<file path="src/rtl/laneswitch_ctrl.sv">
// Two-lane shared-memory ownership controller: grants one lane at a time and drains in-flight traffic before swapping.
// Optional swap_count statistics port is enabled by defining LANESWITCH_CTRL_STATS_EN.
module laneswitch_ctrl #(
   parameter int DRAIN_CYCLES = 2,
   parameter int CNT_WIDTH    = 16
) (
   input  logic                 clk,
   input  logic                 reset,
   input  logic                 lane0_req,
   input  logic                 lane0_done,
   input  logic                 lane1_req,
   input  logic                 lane1_done,
   input  logic                 active,
   input  logic                 fault,
   output logic                 switch,
   output logic                 lane0_grant,
   output logic                 lane1_grant,
   output logic                 busy,
   output logic                 fault_seen
`ifdef LANESWITCH_CTRL_STATS_EN
   ,
   output logic [CNT_WIDTH-1:0] swap_count
`endif
);

   typedef enum logic [2:0] {REL0, OWN0, DRAIN01, OWN1, REL1, DRAIN10} state_t;

   localparam logic [3:0] DRAIN_LOAD = 4'(DRAIN_CYCLES);

   state_t     state;
   logic [3:0] drain_cnt;

   if (DRAIN_CYCLES < 1 || DRAIN_CYCLES > 15 || CNT_WIDTH < 1) begin : g_bad_param
      $error("laneswitch_ctrl: DRAIN_CYCLES must be 1..15 and CNT_WIDTH >= 1");
   end

   always_ff @(posedge clk or posedge reset) begin
      if (reset) begin
         state       <= REL0;
         drain_cnt   <= '0;
         switch      <= 1'b0;
         lane0_grant <= 1'b0;
         lane1_grant <= 1'b0;
         busy        <= 1'b0;
         fault_seen  <= 1'b0;
`ifdef LANESWITCH_CTRL_STATS_EN
         swap_count  <= '0;
`endif
      end else begin
         fault_seen <= fault_seen | fault;
         case (state)
            // The lane that did not own last gets priority when both request.
            REL0: begin
               if (lane1_req) begin
                  state     <= DRAIN01;
                  drain_cnt <= DRAIN_LOAD;
                  busy      <= 1'b1;
               end else if (lane0_req) begin
                  state       <= OWN0;
                  lane0_grant <= 1'b1;
               end
            end
            OWN0: begin
               if (lane0_done) begin
                  state       <= REL0;
                  lane0_grant <= 1'b0;
               end
            end
            DRAIN01: begin
               if (active) begin
                  drain_cnt <= DRAIN_LOAD;
               end else if (drain_cnt == 4'd1) begin
                  state       <= OWN1;
                  switch      <= 1'b1;
                  lane1_grant <= 1'b1;
                  busy        <= 1'b0;
`ifdef LANESWITCH_CTRL_STATS_EN
                  swap_count  <= swap_count + 1'b1;
`endif
               end else begin
                  drain_cnt <= drain_cnt - 4'd1;
               end
            end
            REL1: begin
               if (lane0_req) begin
                  state     <= DRAIN10;
                  drain_cnt <= DRAIN_LOAD;
                  busy      <= 1'b1;
               end else if (lane1_req) begin
                  state       <= OWN1;
                  lane1_grant <= 1'b1;
               end
            end
            OWN1: begin
               if (lane1_done) begin
                  state       <= REL1;
                  lane1_grant <= 1'b0;
               end
            end
            DRAIN10: begin
               if (active) begin
                  drain_cnt <= DRAIN_LOAD;
               end else if (drain_cnt == 4'd1) begin
                  state       <= OWN0;
                  switch      <= 1'b0;
                  lane0_grant <= 1'b1;
                  busy        <= 1'b0;
`ifdef LANESWITCH_CTRL_STATS_EN
                  swap_count  <= swap_count + 1'b1;
`endif
               end else begin
                  drain_cnt <= drain_cnt - 4'd1;
               end
            end
            default: begin
               state       <= REL0;
               switch      <= 1'b0;
               lane0_grant <= 1'b0;
               lane1_grant <= 1'b0;
               busy        <= 1'b0;
            end
         endcase
      end
   end

endmodule

</file>
<file path="config.mk">
export PLATFORM = sky130hd
export DESIGN_NAME = laneswitch_ctrl
export DESIGN_NICKNAME = d
export VERILOG_FILES = /design/src/rtl/laneswitch_ctrl.sv
export SDC_FILE = /design/constraint.sdc
export NUM_CORES = 1
export LEC_CHECK = 0
export CAP_MARGIN = 25
export CORE_MARGIN = 2
export CORE_UTILIZATION = 52
export CTS_BUF_LIST = sky130_fd_sc_hd__clkbuf_4 sky130_fd_sc_hd__clkbuf_8 sky130_fd_sc_hd__clkbuf_16
export DETAILED_ROUTE_END_ITERATION = 8
export PLACE_DENSITY = 0.81
export SYNTH_ARGS = -nofsm -noshare
export SYNTH_HDL_FRONTEND = slang
export SYNTH_SLANG_ARGS = --single-unit
</file>
<file path="constraint.sdc">
create_clock -name clk -period 2.1 [get_ports clk]
set_input_delay 0.21 -clock clk [delete_from_list [all_inputs] [get_ports clk]]
set_output_delay 0.21 -clock clk [all_outputs]
set_load 0.005 [all_outputs]
</file>
==> results.tsv, run 1 <==
stage	metric	value	unit
clock_tree	H-tree depth	1	
clock_tree	Setup Fix Bufs, Post-CTS	0	
synth	Yosys Warn Count	0	
finish	n_diodes	0	
floorplan	die width	45.1	µm
finish	share of layout cells above drive strength 1	17.3	%
power_and_ir_drop	switching share of power	42.8	%
global_routing	initial antenna violation count	0	
worst_setup_path	CP Capture Type	register	
place	Final HPWL DP	1.41	mm
floorplan	die span in y	45.1	µm
floorplan	FP Rows	14	
drt	DRC	0	
finish	Finished Core Util	64.9	%
timing	final hold violation count	0	
synth	Mapped Avg Cell Area	9.53	µm²
synth	prevailing post-synth register cell	dfrtp_1	
floorplan	Die ar.	2030	µm²
power_and_ir_drop	peak supply drop	0.000670	V
synth	synth unique cells	46	
power_and_ir_drop	Clock Power Share	11.6	%
synth	synth top area cells	dfrtp_1 (34%), a21oi_1 (4.6%), nor2_1 (3.9%)	
clock_tree	TritonCTS clock tree	built	
place	GPL Wtd Cong	0.829	
timing	Final min period	1740	ps
worst_setup_path	crit start category	register	
floorplan	Starting Density	56.9	%
clock_tree	Post-CTS Resized	0	
worst_setup_path	Worst path max stage delay	640	ps
worst_setup_path	CP Cell Sequence	nor3b_1, a21oi_2, nor3_1, mux2_2	
clock_tree	clock root buffer	clkbuf_4	
worst_setup_path	slowest stage cell, crit path	dfrtp_1	
timing	Fmax	0.573	GHz
synth	sequential element share of the synthesized area	34.2	%
timing	TNS Setup	0	ps
global_routing	first-pass GRT wire length	3.38	mm
run_status	outcome	finished, final reports clean	
synth	Post-synth top cells	dfrtp_1 (12), nor2_1 (9), a21oi_1 (8)	
drt	Via density	6.41	
drt	Vias	769	
drt	Starting DRT DRC Count	17	
clock_tree	number of buffers created by CTS	3	
timing	Finish-stage setup viols	0	
power_and_ir_drop	Power, Total	1.30	mW
synth	Synth Register Bits	12	
drt	WL/cell	16.4	µm
place	post-placement cell count	117	
drt	Routed WL	1.97	mm
clock_tree	worst skew pair latency	280	ps
synth	Yosys top cell area share	34.2	%
synth	syn nets	102	
timing	Worst Skew	1.51	ps
synth	fraction of registers with async set/reset	100	%
synth	Syn Inst Count	92	
floorplan	I/O pins	13	
power_and_ir_drop	Cell Pwr Density	1300	nW/µm²
power_and_ir_drop	sequential fraction of design power	35.2	%
global_routing	GRT Util Overall	23.8	%
timing	RSZ-0062 raised after global routing	false	
clock_tree	clk buf depth	2	
power_and_ir_drop	P_sw	555	µW
global_routing	grt total ovfl	0	
drt	drt pass-1 iters	4	
synth	area leader, netlist	dfrtp_1	
timing	final slew viol count	0	
power_and_ir_drop	combinational share of power	53.3	%
finish	Final Non-Filler Cells	120	
global_routing	largest net degree at the start of global routing	19	
clock_tree	CTS Hold Bufs	0	
finish	fin nets	116	
clock_tree	clk sinks	12	
timing	fin crit share	83.0	%
worst_setup_path	worst-path fanout max	16	
drt	ANT nets after route	0	
clock_tree	Reg clk slew, reported paths	80	ps
timing	Setup WS post-layout	356	ps
min_path	Hold WC Path Type	input pin to asynchronous set/reset pin	
power_and_ir_drop	Int Pwr	741	µW
power_and_ir_drop	Pleak	0.409	nW
job	max-cap violation count	0	
worst_setup_path	CP Data Required Time	2330	ps
place	DP Worst Slack	311	ps
floorplan	core area	1540	µm²
synth	most common cell in the netlist	dfrtp_1	
worst_setup_path	Reg2Reg Depth	4	
place	# port buffers	12	
worst_setup_path	Crit Path Class	register to register	
global_routing	number of global-route vias before repair	754	
worst_setup_path	Data arrival, critical path	1970	ps
synth	mapped cell area	877	µm²
timing	Slew HR	65.1	%
finish	synth-to-layout area growth	14.0	%
synth	number of flops mapped to enable cells by yosys	0	
timing	Slew @ Worst Pin	524	ps
[final cells by class]
cell class              instances  area, µm²
flip-flops and latches         12        300
multi-input cells              68        495
clock buffers                   3       22.5
well taps                      16       20.0
repair buffers                 14        135
inverters                       7       26.3
fillers                       137        542
[layout by cell type, fill, tap and decap left out, types with 2 or more instances in the layout]
cell type and n:
o22ai_1 2, clkbuf_4 3, o21ai_0 4, buf_4 2
ha_1 2, inv_1 6, nand2b_1 2, a22o_1 2
nor3b_1 2, clkdlybuf4s50_1 12, a32oi_1 2, a21oi_1 8
nand2_1 4, or4_1 2, nor2_1 9, dfrtp_1 12
[layer usage]
layer  up-vias  global-route usage [%]  wire length (µm)
li1        367                       -                 -
met1       371                    32.4               937
met2        24                    34.3               900
met3         7                    6.00                81
met4         0                    12.9                48
met5         -                       0                 0
[worst max-delay path: cells and delay by family (launching register included)]
kind / cells / cell delay (ps)
multiplexers: 1 / 220
flip-flops: 1 / 640
AO/OA/AOI/OAI: 1 / 130
AND/OR/NAND/NOR: 2 / 700
[metrics by stage]
stage | cell area [µm²] | hold WS [ps]
final | 1000 | 242
after global placement | 977 | 453
after detailed placement | 977 | 460
after global routing | 1000 | 297
after floorplan | 877 | 74.7
after CTS | 1000 | 263
[path summary, 6_finish.rpt]
path,slack (ps),to,startpoint
worst max-delay path,360,drain_cnt[0],state[1]
worst min-delay path,240,lane0_grant,reset
worst max register to register,360,drain_cnt[0],state[1]
worst min register to register,480,fault_seen,fault_seen
max in group asynchronous,1550,drain_cnt[3],reset
min in group clk,480,fault_seen,fault_seen
[power groups by stage]
stage | logic (mW) | registers, mW | clock network (mW)
after global placement | 0.660 | 0.448 | 0
after floorplan | 0.641 | 0.366 | 0
after CTS | 0.685 | 0.451 | 0.150
after detailed placement | 0.677 | 0.455 | 0
after global routing | 0.775 | 0.474 | 0.156
final | 0.690 | 0.456 | 0.150
[flip-flops by register name, indices dropped and copies added, names as in the netlist]
name and count:
busy 1, drain_cnt 4, fault_seen 1, lane0_grant 1, lane1_grant 1, state 3, switch 1
[logic make-up (layout without fill, tap and decap cells)]
kind of cell / count (synthesis) / count (layout) / share of synthesized area (%)
compound gates: 33 / 33 / 27.7
buf+inv: 12 / 24 / 9.27
fa+ha+maj: 2 / 2 / 2.85
flops: 12 / 12 / 34.2
simple gates: 30 / 30 / 21.8
mux: 3 / 3 / 4.14
(Power assumes the default switching activity.)
==> inputs of run 2 (changes only) <==
--- a/config.mk
+++ b/config.mk
@@ -7,10 +7,10 @@
 export LEC_CHECK = 0
 export CAP_MARGIN = 25
 export CORE_MARGIN = 2
-export CORE_UTILIZATION = 52
+export CORE_UTILIZATION = 47
 export CTS_BUF_LIST = sky130_fd_sc_hd__clkbuf_4 sky130_fd_sc_hd__clkbuf_8 sky130_fd_sc_hd__clkbuf_16
 export DETAILED_ROUTE_END_ITERATION = 8
-export PLACE_DENSITY = 0.81
+export PLACE_DENSITY = 0.78
 export SYNTH_ARGS = -nofsm -noshare
 export SYNTH_HDL_FRONTEND = slang
 export SYNTH_SLANG_ARGS = --single-unit
==> constraint.sdc (replaced) <==
create_clock -name clk -period 1.6 [get_ports clk]
set_input_delay 0.16 -clock clk [delete_from_list [all_inputs] [get_ports clk]]
set_output_delay 0.16 -clock clk [all_outputs]
set_load 0.005 [all_outputs]
==> run 2 against run 1 <==
  * Hold slack lost 52 ps
  * Worst setup slack lost 340 ps
  * Clock power grew 29%
  * Sequential cell count is the same
  * Combinational power grew 64%
  * Final cell count grew 19%
  * Die area grew 9.7%
  * Critical path depth is the same
  * Clock-buffer cell count is the same
  * Sequential share of layout area shrank 3.3 points
  * First-iteration DRC count shrank 5.9%
  * Largest cell class unchanged
  * Highest routed layer unchanged
==> results.tsv, run 2 (same netlist as run 1, synthesis figures left out) <==
stage	metric	value	unit	change
worst_setup_path	reg2reg setup slack	20	ps	was 360 ps
finish	max reg flops	4		unchanged
place	post-placement cell count	139		was 117
floorplan	I/O pins	13		unchanged
finish	Finished Core Util	64.8	%	was 64.9%
timing	Finish-stage setup viols	0		unchanged
worst_setup_path	worst-path fanout max	10		was 16
min_path	Hold WC Path Type	input pin to asynchronous set/reset pin		unchanged
power_and_ir_drop	Cell Pwr Density	1670	nW/µm²	was 1300 nW/µm²
timing	fin crit share	99.0	%	was 83.0%
clock_tree	worst skew pair latency	280	ps	about the same
power_and_ir_drop	Clock Power Share	10.3	%	was 11.6%
floorplan	FP Rows	15		was 14
floorplan	Starting Density	50.3	%	was 56.9%
drt	drt pass-1 iters	4		unchanged
place	# port buffers	12		unchanged
floorplan	die width	47.2	µm	was 45.1 µm
worst_setup_path	Crit Path Class	register to register		unchanged
power_and_ir_drop	sequential fraction of design power	29.9	%	was 35.2%
finish	Biggest register	drain_cnt		unchanged
worst_setup_path	Top Family by Delay on Critical Path	flip-flops		was simple AND/OR/NAND/NOR gates
worst_setup_path	CP Depth	4		unchanged
finish	n_diodes	0		unchanged
global_routing	first-pass GRT wire length	3.14	mm	was 3.38 mm
floorplan	Die ar.	2230	µm²	was 2030 µm²
worst_setup_path	CP Capture Type	register		unchanged
global_routing	GRT Util Overall	20.9	%	was 23.8%
timing	RSZ-0062 raised after global routing	true		was false
timing	Slew @ Worst Pin	477	ps	was 524 ps
worst_setup_path	FF-to-FF End	drain_cnt[0]		unchanged
timing	Slew HR	68.2	%	was 65.1%
drt	DRC	0		unchanged
worst_setup_path	worst r2r src	state[2]		was state[1]
timing	final slew viol count	0		unchanged
finish	synth-to-layout area growth	29.0	%	was 14.0%
finish	Sequential Area	303	µm²	was 300 µm²
clock_tree	clock root buffer	clkbuf_4		unchanged
worst_setup_path	end point of the critical path	drain_cnt[0]		unchanged
place	Final HPWL DP	1.49	mm	was 1.41 mm
worst_setup_path	CP Cell Sequence	and2b_4, a21oi_2, nor3_1, mux2_2		was nor3b_1, a21oi_2, nor3_1, mux2_2
floorplan	core area	1750	µm²	was 1540 µm²
drt	ANT nets after route	0		unchanged
power_and_ir_drop	combinational share of power	59.8	%	was 53.3%
drt	Starting DRT DRC Count	16		was 17
global_routing	largest net degree at the start of global routing	13		was 19
clock_tree	H-tree depth	1		unchanged
power_and_ir_drop	Power, Total	1.88	mW	was 1.30 mW
worst_setup_path	Reg2Reg Depth	4		unchanged
clock_tree	clk sinks	12		unchanged
drt	Vias	827		was 769
job	max-cap violation count	0		unchanged
clock_tree	clk buf depth	2		unchanged
finish	filler instances	135		was 137
global_routing	grt total ovfl	0		unchanged
power_and_ir_drop	Pleak	0.475	nW	was 0.409 nW
timing	final hold violation count	0		unchanged
finish	multi-input logic area	508	µm²	was 495 µm²
global_routing	initial antenna violation count	0		unchanged
global_routing	number of global-route vias before repair	733		was 754
worst_setup_path	Worst path max stage delay	510	ps	was 640 ps
timing	Worst Skew	2.70	ps	was 1.51 ps
worst_setup_path	crit path from	state[2]		was state[1]
power_and_ir_drop	Int Pwr	1.12	mW	was 741 µW
worst_setup_path	CP Data Required Time	1770	ps	was 2330 ps
finish	most common cell after layout, fill and taps aside	buf_4		
finish	share of layout cells above drive strength 1	32.2	%	was 17.3%
power_and_ir_drop	switching share of power	40.7	%	was 42.8%
finish	Final Non-Filler Cells	143		was 120
drt	WL/cell	14.3	µm	was 16.4 µm
power_and_ir_drop	peak supply drop	0.000918	V	was 0.000670 V
clock_tree	Reg clk slew, reported paths	70	ps	was 80 ps
run_status	outcome	finished, final reports clean		unchanged
floorplan	die span in y	47.2	µm	was 45.1 µm
clock_tree	TritonCTS clock tree	built		unchanged
power_and_ir_drop	P_sw	767	µW	was 555 µW
finish	fin nets	130		was 116
drt	Routed WL	2.04	mm	was 1.97 mm
worst_setup_path	crit path buf inv count	0		unchanged
place	GPL Wtd Cong	0.840		was 0.829
timing	Final min period	1580	ps	was 1740 ps
timing	Fmax	0.632	GHz	was 0.573 GHz
finish	most frequent cells in the layout	buf_4 (16), clkdlybuf4s50_1 (12), dfrtp_1 (10)		was dfrtp_1 (12), clkdlybuf4s50_1 (12), nor2_1 (9)
finish	Top Registers	drain_cnt (4), state (3)		unchanged
drt	Via density	5.78		was 6.41
worst_setup_path	slowest stage cell, crit path	dfrtp_1		unchanged
worst_setup_path	crit start category	register		unchanged
clock_tree	number of buffers created by CTS	3		unchanged
worst_setup_path	Data arrival, critical path	1750	ps	was 1970 ps
==> run 2: worst min-delay path by stage <==
stage | start | cells past startpoint | slack [ps] | end
3_3_place_gp | fault_seen | 1 | 450 | fault_seen
3_5_place_dp | fault_seen | 1 | 480 | fault_seen
4_1_cts | reset | 2 | 220 | switch
2_1_floorplan | reset | 1 | 20 | busy
5_1_grt | reset | 2 | 280 | drain_cnt[0]
6_report | reset | 2 | 190 | lane1_grant
==> run 2: what timing repair did <==
item	in CTS	in global routing
endpoints found under the setup margin	0	7
resized for setup	0	6
setup buffers	0	1
hold buffers	0	0
==> run 2: area by class of cell <==
cell class	instances	area share [%]
clock buffer	3	1.99
inverter	7	2.32
multi-input combinational	68	44.9
sequential	12	26.8
tap	25	2.77
timing repair buffer	28	21.2
==> run 2: layer usage <==
metal  vias to the layer above  track usage (%)  routed length, µm
li1                        399                -                  -
met1                       406             26.9                945
met2                        17             33.2                987
met3                         5             2.31                 51
met4                         0             13.3                 58
met5                         -                0                  0
==> run 2: metrics by stage <==
step / setup slack [ps] / area (µm²) / setup TNS (ps) / hold slack (ps)
after floorplan: 85.9 / 877 / 0 / 24.7
after global placement: -67.3 / 1090 / -114 / 454
after detailed placement: -88.8 / 1090 / -288 / 481
after CTS: 23.1 / 1110 / 0 / 219
after global routing: -27.5 / 1130 / -48.8 / 276
final: 16.6 / 1130 / 0 / 190
==> run 2: power groups by stage <==
stage	Clock, mW	Sequential (mW)	Combinational (mW)
floorplan	0	0.481	0.842
global placement	0	0.550	1.05
detailed placement	0	0.555	1.09
CTS	0.194	0.551	1.10
global route	0.203	0.577	1.23
finish	0.194	0.564	1.13
==> inputs of run 3 (changes only) <==
--- a/config.mk
+++ b/config.mk
@@ -10,6 +10,7 @@
 export CORE_UTILIZATION = 47
 export CTS_BUF_LIST = sky130_fd_sc_hd__clkbuf_4 sky130_fd_sc_hd__clkbuf_8 sky130_fd_sc_hd__clkbuf_16
 export DETAILED_ROUTE_END_ITERATION = 8
+export GPL_ROUTABILITY_DRIVEN = 0
 export PLACE_DENSITY = 0.78
 export SYNTH_ARGS = -nofsm -noshare
 export SYNTH_HDL_FRONTEND = slang
==> results of run 3 <==
The final DEF is identical to that of run 2; final timing and power are the same.
